<file path="config.mk">
export PLATFORM = sky130hd
export DESIGN_NAME = rd73_frame_accum_flat
export DESIGN_NICKNAME = d
export VERILOG_FILES = /design/src/rtl/rd73_frame_accum_if.sv /design/src/rtl/rd73_frame_accum.sv /design/src/flat_wrapper.sv
export SDC_FILE = /design/constraint.sdc
export NUM_CORES = 1
export LEC_CHECK = 0
export ABC_AREA = 0
export BUFFER_PORTS_ARGS = -buffer_cell sky130_fd_sc_hd__buf_2
export CELL_PAD_IN_SITES_DETAIL_PLACEMENT = 0
export CELL_PAD_IN_SITES_GLOBAL_PLACEMENT = 1
export CORE_MARGIN = 5
export CORE_UTILIZATION = 46
export DETAILED_ROUTE_END_ITERATION = 12
export PLACE_DENSITY_LB_ADDON = 0.1
export SKIP_LAST_GASP = 1
export SLEW_MARGIN = 20
export SYNTH_ARGS = -nofsm -noshare
export SYNTH_HDL_FRONTEND = slang
export SYNTH_SLANG_ARGS = --single-unit
</file>
<file path="constraint.sdc">
create_clock -name clk -period 4.6 [get_ports clk]
set_input_delay 0.46 -clock clk [delete_from_list [all_inputs] [get_ports clk]]
set_output_delay 0.46 -clock clk [all_outputs]
set_load 0.01 [all_outputs]
</file>
<file path="src/rtl/rd73_frame_accum_if.sv">
// Stream bundle for the frame accumulator: per-beat count input on one side,
// per-frame result output on the other, each with its own valid/ready pair.
interface rd73_frame_accum_if #(
    parameter int SUM_W = 7
) ();
    logic             in_valid;
    logic             in_ready;
    logic [2:0]       in_count;
    logic             in_flush;
    logic             out_valid;
    logic             out_ready;
    logic [SUM_W-1:0] out_sum;
    logic [2:0]       out_max;
    logic [7:0]       out_beats;
    logic             out_over;

    // The accumulator itself: consumes counts, produces frame results.
    modport slave (
        input  in_valid, in_count, in_flush, out_ready,
        output in_ready, out_valid, out_sum, out_max, out_beats, out_over
    );

    // The surrounding logic: produces counts, consumes frame results.
    modport master (
        output in_valid, in_count, in_flush, out_ready,
        input  in_ready, out_valid, out_sum, out_max, out_beats, out_over
    );
endinterface

</file>
<file path="src/rtl/rd73_frame_accum.sv">
// Frame accumulator behind the 7-input ones-count stage. Sums up to FRAME_LEN
// 3-bit counts (or fewer when a beat carries in_flush), tracks the largest
// count seen, flags totals at or above THRESH and holds the frame result on
// the output port until the downstream side takes it.
module rd73_frame_accum #(
    parameter int FRAME_LEN = 16,
    parameter int SUM_W     = 7,
    parameter int THRESH    = 56
) (
    input  logic            clk,
    input  logic            rst,
    rd73_frame_accum_if.slave bus
);
    localparam logic [7:0]       LAST_BEAT = 8'(FRAME_LEN - 1);
    localparam logic [SUM_W-1:0] THRESH_V  = SUM_W'(THRESH);

    generate
        if (FRAME_LEN < 2 || FRAME_LEN > 255) begin : g_bad_frame_len
            $error("rd73_frame_accum: FRAME_LEN must be in 2..255");
        end
        if (7 * FRAME_LEN > 2 ** SUM_W - 1) begin : g_bad_sum_w
            $error("rd73_frame_accum: SUM_W too narrow for 7*FRAME_LEN");
        end
    endgenerate

    typedef enum logic {
        ACCUM = 1'b0,
        HOLD  = 1'b1
    } state_t;

    state_t           state;
    state_t           state_next;
    logic [SUM_W-1:0] acc;
    logic [SUM_W-1:0] sum_new;
    logic [2:0]       max_q;
    logic [2:0]       max_new;
    logic [7:0]       beat_cnt;
    logic             accept;
    logic             close;
    logic [SUM_W-1:0] out_sum_q;
    logic [2:0]       out_max_q;
    logic [7:0]       out_beats_q;
    logic             out_over_q;

    // Handshake decode and next state; the running totals including the
    // current beat are formed here so a closing beat lands in the result.
    always_comb begin
        state_next    = state;
        bus.in_ready  = 1'b0;
        bus.out_valid = 1'b0;
        accept        = 1'b0;
        close         = 1'b0;
        sum_new       = acc + SUM_W'(bus.in_count);
        max_new       = (bus.in_count > max_q) ? bus.in_count : max_q;
        case (state)
            ACCUM: begin
                bus.in_ready = 1'b1;
                accept       = bus.in_valid;
                close        = accept & ((beat_cnt == LAST_BEAT) | bus.in_flush);
                if (close) begin
                    state_next = HOLD;
                end
            end
            HOLD: begin
                bus.out_valid = 1'b1;
                if (bus.out_ready) begin
                    state_next = ACCUM;
                end
            end
            default: state_next = ACCUM;
        endcase
    end

    // State register; a reset anywhere drops the frame in progress.
    always_ff @(posedge clk or posedge rst) begin
        if (rst) begin
            state <= ACCUM;
        end else begin
            state <= state_next;
        end
    end

    // Running frame totals, cleared as soon as a frame closes.
    always_ff @(posedge clk or posedge rst) begin
        if (rst) begin
            acc      <= '0;
            max_q    <= '0;
            beat_cnt <= '0;
        end else if (close) begin
            acc      <= '0;
            max_q    <= '0;
            beat_cnt <= '0;
        end else if (accept) begin
            acc      <= sum_new;
            max_q    <= max_new;
            beat_cnt <= beat_cnt + 8'd1;
        end
    end

    // Result registers load only on the closing beat and stay put through HOLD.
    always_ff @(posedge clk or posedge rst) begin
        if (rst) begin
            out_sum_q   <= '0;
            out_max_q   <= '0;
            out_beats_q <= '0;
            out_over_q  <= 1'b0;
        end else if (close) begin
            out_sum_q   <= sum_new;
            out_max_q   <= max_new;
            out_beats_q <= beat_cnt + 8'd1;
            out_over_q  <= (sum_new >= THRESH_V);
        end
    end

    assign bus.out_sum   = out_sum_q;
    assign bus.out_max   = out_max_q;
    assign bus.out_beats = out_beats_q;
    assign bus.out_over  = out_over_q;
endmodule
</file>
<file path="src/flat_wrapper.sv">
// flat-port wrapper written by rule: the top's interface ports become plain ports
module rd73_frame_accum_flat 
#(
    parameter int FRAME_LEN = 16,
    parameter int SUM_W     = 7,
    parameter int THRESH    = 56
)
  (clk, rst, bus_in_valid, bus_in_count, bus_in_flush, bus_out_ready, bus_in_ready, bus_out_valid, bus_out_sum, bus_out_max, bus_out_beats, bus_out_over);
  rd73_frame_accum_if #(.SUM_W(SUM_W)) bus_i ();
  input  logic clk;
  input  logic rst;
  input wire logic [$bits(bus_i.in_valid)-1:0] bus_in_valid;
  input wire logic [$bits(bus_i.in_count)-1:0] bus_in_count;
  input wire logic [$bits(bus_i.in_flush)-1:0] bus_in_flush;
  input wire logic [$bits(bus_i.out_ready)-1:0] bus_out_ready;
  output wire logic [$bits(bus_i.in_ready)-1:0] bus_in_ready;
  output wire logic [$bits(bus_i.out_valid)-1:0] bus_out_valid;
  output wire logic [$bits(bus_i.out_sum)-1:0] bus_out_sum;
  output wire logic [$bits(bus_i.out_max)-1:0] bus_out_max;
  output wire logic [$bits(bus_i.out_beats)-1:0] bus_out_beats;
  output wire logic [$bits(bus_i.out_over)-1:0] bus_out_over;
  assign bus_i.in_valid = bus_in_valid;
  assign bus_i.in_count = bus_in_count;
  assign bus_i.in_flush = bus_in_flush;
  assign bus_i.out_ready = bus_out_ready;
  assign bus_in_ready = bus_i.in_ready;
  assign bus_out_valid = bus_i.out_valid;
  assign bus_out_sum = bus_i.out_sum;
  assign bus_out_max = bus_i.out_max;
  assign bus_out_beats = bus_i.out_beats;
  assign bus_out_over = bus_i.out_over;
  rd73_frame_accum #(.FRAME_LEN(FRAME_LEN), .SUM_W(SUM_W), .THRESH(THRESH)) u_core (.clk(clk), .rst(rst), .bus(bus_i));
endmodule
</file>
==> impl_metrics.tcl <==
set metrics [dict create \
    status "complete, no violations" \
    synthCells 203 \
    area_growth_pct 16.2 \
    tritoncts "yes" \
    final_cell_mix "nand2_1 (42), o21ai_0 (40), dfrtp_1 (38)" \
    endpoint_kind "flop" \
    insertion_delay_ns 0.29 \
    met1_length_um 1830 \
    drtPass1Iterations 4 \
    tightest_slew_ns 0.890 \
    stdcell_count 280 \
    synth_flop_cell "dfrtp_1" \
    slowest_stage "nand2_1" \
    path_max_fanout 33 \
    track_usage 0.162 \
    drt_iter0_markers 84 \
    tns_ns 0 \
    ir_drop_mv 0.262 \
    met3WireLength_um 193 \
    critical_path_class "reg -> reg" \
    met2_length_um 1880 \
    synthArstFlopShare 1.00 \
    yosysWarnings 0 \
    place_congestion 0.815 \
    io_pins 29 \
    syn_area_mm2 0.00192 \
    nets 245 \
    drc 0 \
    grt_setup_unrepaired "false" \
    final_common_cell "nand2_1" \
    start_kind "flop" \
    numCtsBuffers 5 \
    clk_pin_slew_ns 0.07 \
    io_buffers 28 \
    cts_buffer_depth 2 \
    fin_crit_ns 2.32 \
    power_density_mw_per_mm2 449 \
    drv_slew 0 \
    place_inst 272 \
    cts_root_buffer "clkbuf_8" \
    antenna_found_initial 0 \
    dp_hpwl_um 2780 \
    grt_pass1_vias 1459 \
    p_total_uw 1000 \
    cts_resized 0 \
    leakagePower_uw 0.00106 \
    yosysUniqueCellTypes 36 \
    ys_seq_area_frac 0.494 \
    skew_ns 0.00676 \
    fin_crit_sh 0.505 \
    grt.overflow.total 0 \
    rrSetupSlack_ns 2.28 \
    vias 1475 \
    start_util 0.477 \
    wl_per_cell_um 14.1 \
    drv_cap 0 \
    core_area_mm2 0.00403 \
    crit_chain "ha_1 > and3_1 > a21o_4 > nand2_1 > o21ai_0" \
    maxUsedRoutingLayer "met4" \
    grt_max_degree 39 \
    die-area_mm2 0.00557 \
    hold_violations 0 \
    die_h_um 74.7 \
    die_x_um 74.7 \
    max_stage_delay_ns 0.67 \
    h-tree-depth 2 \
    routed_wirelength_um 3950 \
    clock.fmax_mhz 430 \
    postCtsHoldBufs 0 \
    final_antenna_net_count 0 \
    hold_class "in -> async" \
    cts_setup_buffers 0 \
    cts.sinks 38 \
    vias_per_cell 5.27 \
    n_antenna_cell 0 \
    ys_seq_elements 38 \
    worstPathArrival_ns 2.44 \
    synthesis.nets 219 \
    grt_pass1_wl_um 6910 \
    max_slew_margin 0.405 \
    drive_gt1_frac 0.183 \
    required_ns 4.72 \
    rows 23 \
    synth_edf_count 0 \
    syn_area_per_cell_um2 9.47 \
    finalSetupViolCount 0 \
]
==> cell families after synthesis <==
kind of cell,after synthesis,share of synthesized area
adders and majority gates,8,0.0560
AOI/OAI and AO/OA,57,0.176
DFF,38,0.494
buffers and inverters,21,0.0449
muxes,3,0.0156
xor gates and xnor gates,11,0.0501
and+or+nand+nor,65,0.163
==> cell type report <==
| class | instances | area (um2) |
|---|---|---|
| Clock buffer | 6 | 82.6 |
| Clock inverter | 2 | 60.1 |
| Fill cell | 382 | 1790 |
| Inverter | 10 | 37.5 |
| Multi-Input combinational cell | 144 | 886 |
| Sequential cell | 38 | 951 |
| Tap cell | 50 | 62.6 |
| Timing Repair Buffer | 30 | 155 |
==> critical path: cells and delay by family (launching register included) <==
family                     cells  cell delay, ns
and+or+nand+nor                2            0.93
AOI/OAI and AO/OA              2            0.54
DFF                            1            0.42
adders and majority gates      1            0.26
==> cell usage after synthesis (all sizes together), types with 2 or more instances <==
library cell / n / area (um2)
inv: 10 / 37.5
and3: 4 / 25.0
nor2: 3 / 13.8
dfrtp: 38 / 951
a31oi: 2 / 12.5
nand2: 42 / 158
buf: 5 / 25.0
clkbuf: 6 / 23.8
a32o: 3 / 30.0
mux2i: 3 / 30.0
xor2: 4 / 35.0
o31ai: 3 / 22.5
xnor2: 7 / 61.3
ha: 7 / 87.6
nand3: 3 / 15.0
nor2b: 4 / 25.0
nor4: 2 / 27.5
o21ai: 40 / 200
a21oi: 3 / 15.0
==> path summary, 6_finish.rpt <==
check                                             startpoint                                 to  cells past startpoint
setup / recovery              u_core.beat_cnt[0]$_DFFE_PP0P_  u_core.bus.out_sum[3]$_DFFE_PP0P_                      5
hold / removal                                           rst  u_core.bus.out_max[1]$_DFFE_PP0P_                      3
setup reg to reg              u_core.beat_cnt[0]$_DFFE_PP0P_  u_core.bus.out_sum[3]$_DFFE_PP0P_                      5
hold reg to reg            u_core.bus.out_max[0]$_DFFE_PP0P_  u_core.bus.out_max[0]$_DFFE_PP0P_                      2
max in group asynchronous                                rst  u_core.bus.out_max[2]$_DFFE_PP0P_                      3
min in group clk                               bus_out_ready             u_core.state$_DFF_PP0_                      2
==> power by group <==
group	internal [uW]	switching (uW)	total (uW)
Combinational	93.0	130	223
Sequential	391	40.9	432
Clock	231	118	349
Total	715	289	1000
==> sequential cells by signal, summed over array words and instances, names as in the netlist <==
register	cells
u_core.beat_cnt	8
u_core.bus.out_beats	8
u_core.acc	7
u_core.bus.out_sum	7
u_core.bus.out_max	3
u_core.max_q	3
u_core.bus.out_over	1
u_core.state	1
==> routing by layer <==
metal  up-vias  GRT usage
met5         -          0
met4         0     0.0514
met3         5     0.0387
met2        32      0.263
met1       691      0.214
li1        747          -
==> metrics by stage <==
step	setup slack [ns]	utilization	instance area, um2	hold WS (ns)
final	2.28	0.555	2230	0.277
after global routing	2.02	0.555	2230	0.329
after CTS	2.19	0.555	2230	0.294
after detailed placement	2.20	0.519	2090	0.463
after global placement	2.28	0.519	2090	0.456
after floorplan	2.57	-	1920	0.453
Note: power is estimated with default switching activity, not from simulation.
